[config.mk]
export PLATFORM = sky130hd
export DESIGN_NAME = riscv_imm_unit
export DESIGN_NICKNAME = d
export VERILOG_FILES = /design/src/rtl/riscv_imm_unit.sv
export SDC_FILE = /design/constraint.sdc
export NUM_CORES = 1
export LEC_CHECK = 0
export BUFFER_PORTS_ARGS = -buffer_cell sky130_fd_sc_hd__buf_2
export CORE_AREA = 4 4 61 77
export DETAILED_ROUTE_END_ITERATION = 10
export DIE_AREA = 0 0 65 81
export HOLD_SLACK_MARGIN = 0.03
export PLACE_DENSITY = 0.73
export SLEW_MARGIN = 20
export SYNTH_ARGS = -nofsm -noshare
export SYNTH_HDL_FRONTEND = slang
export SYNTH_SLANG_ARGS = --single-unit
[constraint.sdc]
create_clock -name clk -period 1.1 [get_ports clk]
set_input_delay 0.11 -clock clk [delete_from_list [all_inputs] [get_ports clk]]
set_output_delay 0.11 -clock clk [all_outputs]
set_load 0.05 [all_outputs]
[src/rtl/riscv_imm_unit.sv]
// Registered RV32I immediate generator: decodes instruction bits [31:7] per format into a 32-bit immediate.
// Optional RISCV_IMM_UNIT_ILLEGAL_DET_EN registers an illegal flag for unused format codes; otherwise illegal is 0.
module riscv_imm_unit (
  input  logic        clk,
  input  logic        rst_n,
  input  logic        in_valid,
  input  logic [24:0] imm,
  input  logic [2:0]  immsrc,
  output logic [31:0] immext,
  output logic        out_valid,
  output logic        illegal
);

  localparam logic [2:0] FMT_I = 3'b000;
  localparam logic [2:0] FMT_S = 3'b001;
  localparam logic [2:0] FMT_U = 3'b010;
  localparam logic [2:0] FMT_B = 3'b101;
  localparam logic [2:0] FMT_J = 3'b110;

  logic        sign;
  logic [31:0] next_imm;

  assign sign = imm[24];

  // Field shuffle and sign replication only; unused codes yield zero.
  always_comb begin
    next_imm = 32'h0000_0000;
    case (immsrc)
      FMT_I:   next_imm = {{20{sign}}, imm[24:13]};
      FMT_S:   next_imm = {{20{sign}}, imm[24:18], imm[4:0]};
      FMT_B:   next_imm = {{19{sign}}, sign, imm[0], imm[23:18], imm[4:1], 1'b0};
      FMT_U:   next_imm = {imm[24:5], 12'h000};
      FMT_J:   next_imm = {{11{sign}}, sign, imm[12:5], imm[13], imm[23:14], 1'b0};
      default: next_imm = 32'h0000_0000;
    endcase
  end

  // immext holds its last value while in_valid is low; out_valid tracks the capture strobe.
  always_ff @(posedge clk or negedge rst_n) begin
    if (!rst_n) begin
      immext    <= 32'h0000_0000;
      out_valid <= 1'b0;
    end else begin
      out_valid <= in_valid;
      if (in_valid) begin
        immext <= next_imm;
      end
    end
  end

`ifdef RISCV_IMM_UNIT_ILLEGAL_DET_EN
  logic unused_code;

  assign unused_code = !(immsrc inside {FMT_I, FMT_S, FMT_U, FMT_B, FMT_J});

  always_ff @(posedge clk or negedge rst_n) begin
    if (!rst_n) begin
      illegal <= 1'b0;
    end else if (in_valid) begin
      illegal <= unused_code;
    end
  end
`else
  assign illegal = 1'b0;
`endif

endmodule

### Yosys cells after proc, flatten, opt, wreduce, memory -nomap -nowiden

Cells that the tools add are included.

| storage, ports and cells | value |
|---|---|
| register bits after elaboration | 33 |
| latch bits | 0 |
| bits in writable memories | 0 |
| ROM bits | 0 |
| output and inout bits | 34 |
| logic and storage cells | 8 |
| memories kept | 0 |

| operators by class | value |
|---|---|
| add/subtract/negate cells | 0 |
| multipliers | 0 |
| div/mod/pow operators | 0 |
| magnitude comparators | 0 |
| equal/unequal tests | 4 |
| shifts and indexed selects | 0 |
| multiplexer cells | 1 |
| bitwise gates (word level) | 0 |
| reduce and logical (&&, ||, !) cells | 1 |

Operators by type and width:

| kind | count |
|---|---|
| 32-bit case mux with 5 select lines | 1 |
| 3-bit equality test, second input constant | 2 |
| 3-bit by 1-bit equality test with 1-bit output, second input constant | 1 |
| 3-bit by 2-bit equality test with 1-bit output, second input constant | 1 |
| 3-bit logical NOT | 1 |

### Logic depth before layout (Yosys ltp)

| depth | value |
|---|---|
| word-level depth | 2 |
| gate-level depth with buffers | 6 |
| depth with buffers taken out | 5 |

### Worst setup path after synthesis

Ideal clock, no wire load.

| timing | value |
|---|---|
| path type | in2reg |
| start point | input port immsrc[0] |
| end point | register immext[20] |
| library setup time | 0.126 ns |
| data arrival time | 1.287 ns |
| required time | 0.974 ns |
| setup slack | -0.313 ns |
| stages | 6 |
| buffers on the path | 1 |
| cell sequence | inv_1 ha_1 mux2_4 o221a_4 buf_6 a221o_1 |

| on the way | value |
|---|---|
| word-level cells in the longest chain between the ends | 2 |

RTL lines:

| element | RTL line | source |
|---|---|---|
| from (decl) | 8 | `input logic [2:0] immsrc,` |
| 3-bit equality test (tied with other cells) | 28 | `case (immsrc)` |
| 32-bit case mux with 5 select lines * | 28 |  |
| to (signal assigned) | 46 | `immext <= next_imm;` |
| to (decl) | 9 | `output logic [31:0] immext,` |

Every way passes the cells marked *; elsewhere a longest branch is shown, timed or not.
A chain may end at the register's enable or synchronous reset.

### Worst setup path in the final report

| timing | value |
|---|---|
| start point | input port immsrc[0] |
| end point | register immext[25] |

Same word-level chain as after synthesis.

==> impl_metrics.py <==
metrics = {
    "die": {
        "initial_core_util": 0.3871,
        "rows": 26,
        "die_y_um": 81,
        "ios": 65,
        "die_area_um2": 5265,
        "die_w_um": 65,
        "core_area_um2": 4001,
    },
    "power_and_ir_drop": {
        "powerDensity_nw_per_um2": 1465,
        "power_uw": 3286,
        "vdd_drop_max_mv": 0.8017,
        "leakage_uw": 0.001185,
    },
    "synthesis": {
        "ys_types": 34,
        "synth_seq_area_share": 0.5331,
        "synth_compound_area_frac": 0.2698,
        "synthDominantCellAreaShare": 0.5331,
        "synth_top_family_by_area": "compound AO/OA/AOI/OAI gates",
        "synth_fp_nets": 159,
        "synth_top_area_cell": "dfrtp_1",
        "yosys.area_share.simple": 0.06866,
        "synth-seq-cells": 33,
        "synth_area_um2": 1549,
        "synth-xor-area-share": 0,
        "postSynthCellCount": 125,
        "ys_warn_count": 0,
        "synthMuxAreaShare": 0.04847,
        "synth_fa_ha_area_frac": 0.02423,
        "syn_area_per_cell_um2": 12.39,
        "synthTopCellsByArea": "dfrtp_1 53%, a221o_1 6.5%, a22oi_1 6.3%",
    },
    "clock_tree": {
        "cts_made_buffers": 5,
        "post_cts_buffers": 0,
        "root_buffer": "clkbuf_8",
        "tritoncts": "yes",
        "clk_latency_ns": 0.28,
        "clk_pin_slew_ns": 0.06,
        "cts_sinks": 33,
        "cts.path.max_buffers": 2,
        "htree_levels": 2,
    },
    "setup_path": {
        "crit_path_top_delay_cell": "mux2_4",
        "path_class": "input pin to flop",
        "arrival_ns": 1.27,
        "timing.critical_path.cells": "buf_8 > inv_12 > ha_4 > mux2_4 > o221a_4 > a221o_2",
        "r2r_start": "immext[14]$_DFFE_PN0P_",
        "crit_start": "immsrc[0]",
        "critPathMaxFanout": 6,
        "cp_slowest_stage_delay_ns": 0.30,
        "cp.required_ns": 1.27,
        "end_kind": "flop",
        "cp-start-kind": "input pin",
        "r2r_cells": 3,
    },
    "global_routing": {
        "use_met2": 0.2723,
        "grt_pass1_wl_mm": 6.596,
        "grt_use_total": 0.1621,
        "grt_max_degree": 34,
        "met1_usage": 0.1988,
        "gr-total-overflow": 0,
        "grt_antenna_before_repair": 0,
        "top_usage_layer": "met2",
        "grt_pass1_vias": 1388,
        "met3_usage": 0.05809,
    },
    "sta": {
        "fin_skew_ns": 0,
        "hold_violations": 0,
        "max_freq_mhz": 907.5,
        "grt_setup_unrepaired": "true",
        "setup_violations": 1,
        "hold_ws_ns": 0.07129,
        "drv_slew": 0,
        "fin_ws_ns": -0.001886,
        "min_period_over_period": 1.002,
        "fin_crit_ns": 1.102,
    },
    "route": {
        "vias": 1329,
        "drt_first_iter_violations": 54,
        "wl_per_cell_um": 15.00,
        "viasPerCell": 4.996,
        "ant_nets": 0,
        "first_pass_iters": 4,
        "routed_wl_mm": 3.990,
        "drc": 0,
    },
    "place": {
        "placed_area_um2": 2090,
        "post-dp-hpwl_mm": 3.005,
        "portBuffers": 63,
        "place_congestion": 0.7848,
    },
    "final_layout": {
        "nNetsFinal": 243,
        "antenna_cells": 0,
        "fin_area_um2": 2243,
        "area_growth_pct": 44.83,
        "drive_above_1_share": 0.5095,
    },
    "worst_hold_path": {
        "min-delay-start": "imm[22]",
        "hold_depth": 2,
        "hold_class": "input pin to flop",
    },
    "job": {
        "cap_violations": 0,
    },
    "outcome": {
        "outcome": "finished with violations",
        "violations": "negative setup slack",
    },
}
where the power goes:
part / internal, µW / switching, µW / leakage (µW)
clock network: 565 / 417 / 0.0000542
logic: 309 / 626 / 0.000691
registers: 1310 / 54.7 / 0.000439
total: 2190 / 1100 / 0.00118
per-layer routing:
metal / vias up / wire [µm] / part of all wire
li1: 641 / - / -
met1: 631 / 1640 / 0.41
met2: 54 / 1960 / 0.49
met3: 3 / 365 / 0.091
met4: 0 / 23 / 0.0058
met5: - / 0 / 0
stage by stage:
step | setup WS [ns] | TNS (ns) | utilization | std cells
3_3_place_gp | -0.3611 | -9.300 | 0.5222 | 256
4_1_cts | -0.01164 | -0.01164 | 0.5585 | 266
2_1_floorplan | -0.1809 | -2.931 | - | 125
6_report | -0.001886 | -0.001886 | 0.5607 | 266
5_1_grt | 0.0001478 | 0 | 0.5607 | 266
3_5_place_dp | -0.3811 | -9.961 | 0.5222 | 256
cells in the final DEF, fill, tap and decap left out, drive strengths merged:
master	count
buf	84
dfrtp	33
a22oi	13
a221o	11
nand2b	8
a21boi	8
clkbuf	7
mux2i	6
nor2	6
o2bb2ai	5
o21ai	4
ha	3
inv	3
o221a	2
clkinv	2
and2b	2
a21o	2
o211a	1
mux2	1
and2	1
a22o	1
nand2	1
a32oi	1
a211oi	1
o32ai	1
nor3	1
conb	1
dlygate4sd3	1
synth_stat cells:
cell type,number
a211oi_2,1
buf_4,1
o21ai_1,2
a22oi_1,13
nand2_1,1
ha_1,3
a21boi_0,8
conb_1,1
mux2i_1,6
inv_1,3
o2bb2ai_1,5
o211a_1,1
a221o_1,10
o21ai_0,2
and2_2,1
o221a_4,1
nor2_1,6
nand2b_1,8
clkinv_1,1
mux2_4,1
o32ai_1,1
nor3_1,1
clkbuf_1,3
a32oi_1,1
a22o_1,1
a221o_2,1
a21o_1,1
a21o_2,1
and2b_4,1
dfrtp_1,33
buf_2,2
clkbuf_8,2
and2b_1,1
buf_6,1
final cells by class:
| cell class | instances | area, µm² |
|---|---|---|
| clock buffer | 7 | 96.34 |
| clock inverter | 1 | 5.005 |
| fill | 371 | 1758 |
| inverter | 4 | 35.03 |
| multi-input combinational | 80 | 695.7 |
| sequential | 33 | 825.8 |
| tap | 56 | 70.07 |
| timing repair buffer | 85 | 515.5 |
critical path: cells and delay by family:
family                   cells  cell delay [ns]
adder cells (fa/ha/maj)      1             0.16
buffers and inverters        2             0.13
AO/OA/AOI/OAI                2             0.57
multiplexers                 1             0.30
logic make-up after synthesis:
| family | Yosys count |
|---|---|
| buffers and inverters | 13 |
| other | 1 |
| adder cells (fa/ha/maj) | 3 |
| multiplexers | 7 |
| flip-flops | 33 |
| AND/OR/NAND/NOR | 19 |
| AO/OA/AOI/OAI | 49 |
final timing paths:
check | to | slack [ns]
hold / removal | immext[29]$_DFFE_PN0P_ | 0.07
hold reg to reg | immext[1]$_DFFE_PN0P_ | 0.49
max in group asynchronous | immext[15]$_DFFE_PN0P_ | 0.62
setup / recovery | immext[25]$_DFFE_PN0P_ | -0.002
min in group asynchronous | immext[16]$_DFFE_PN0P_ | 0.31
setup reg to reg | immext[14]$_DFFE_PN0P_ | 0.21
repair_timing:
| action | CTS | global route |
|---|---|---|
| endpoints found under the hold margin | 33 | 0 |
| gates cloned | 1 | 0 |
| hold buffers | 1 | 0 |
| gates resized for setup | 7 | 1 |
| setup endpoints to repair | 20 | 3 |
| pin swaps | 1 | 1 |
registers in the layout, summed over array words and instances, names as in the netlist:
register and flops:
out_valid 1, immext 32
No activity file was read; power rests on OpenSTA's default activity.
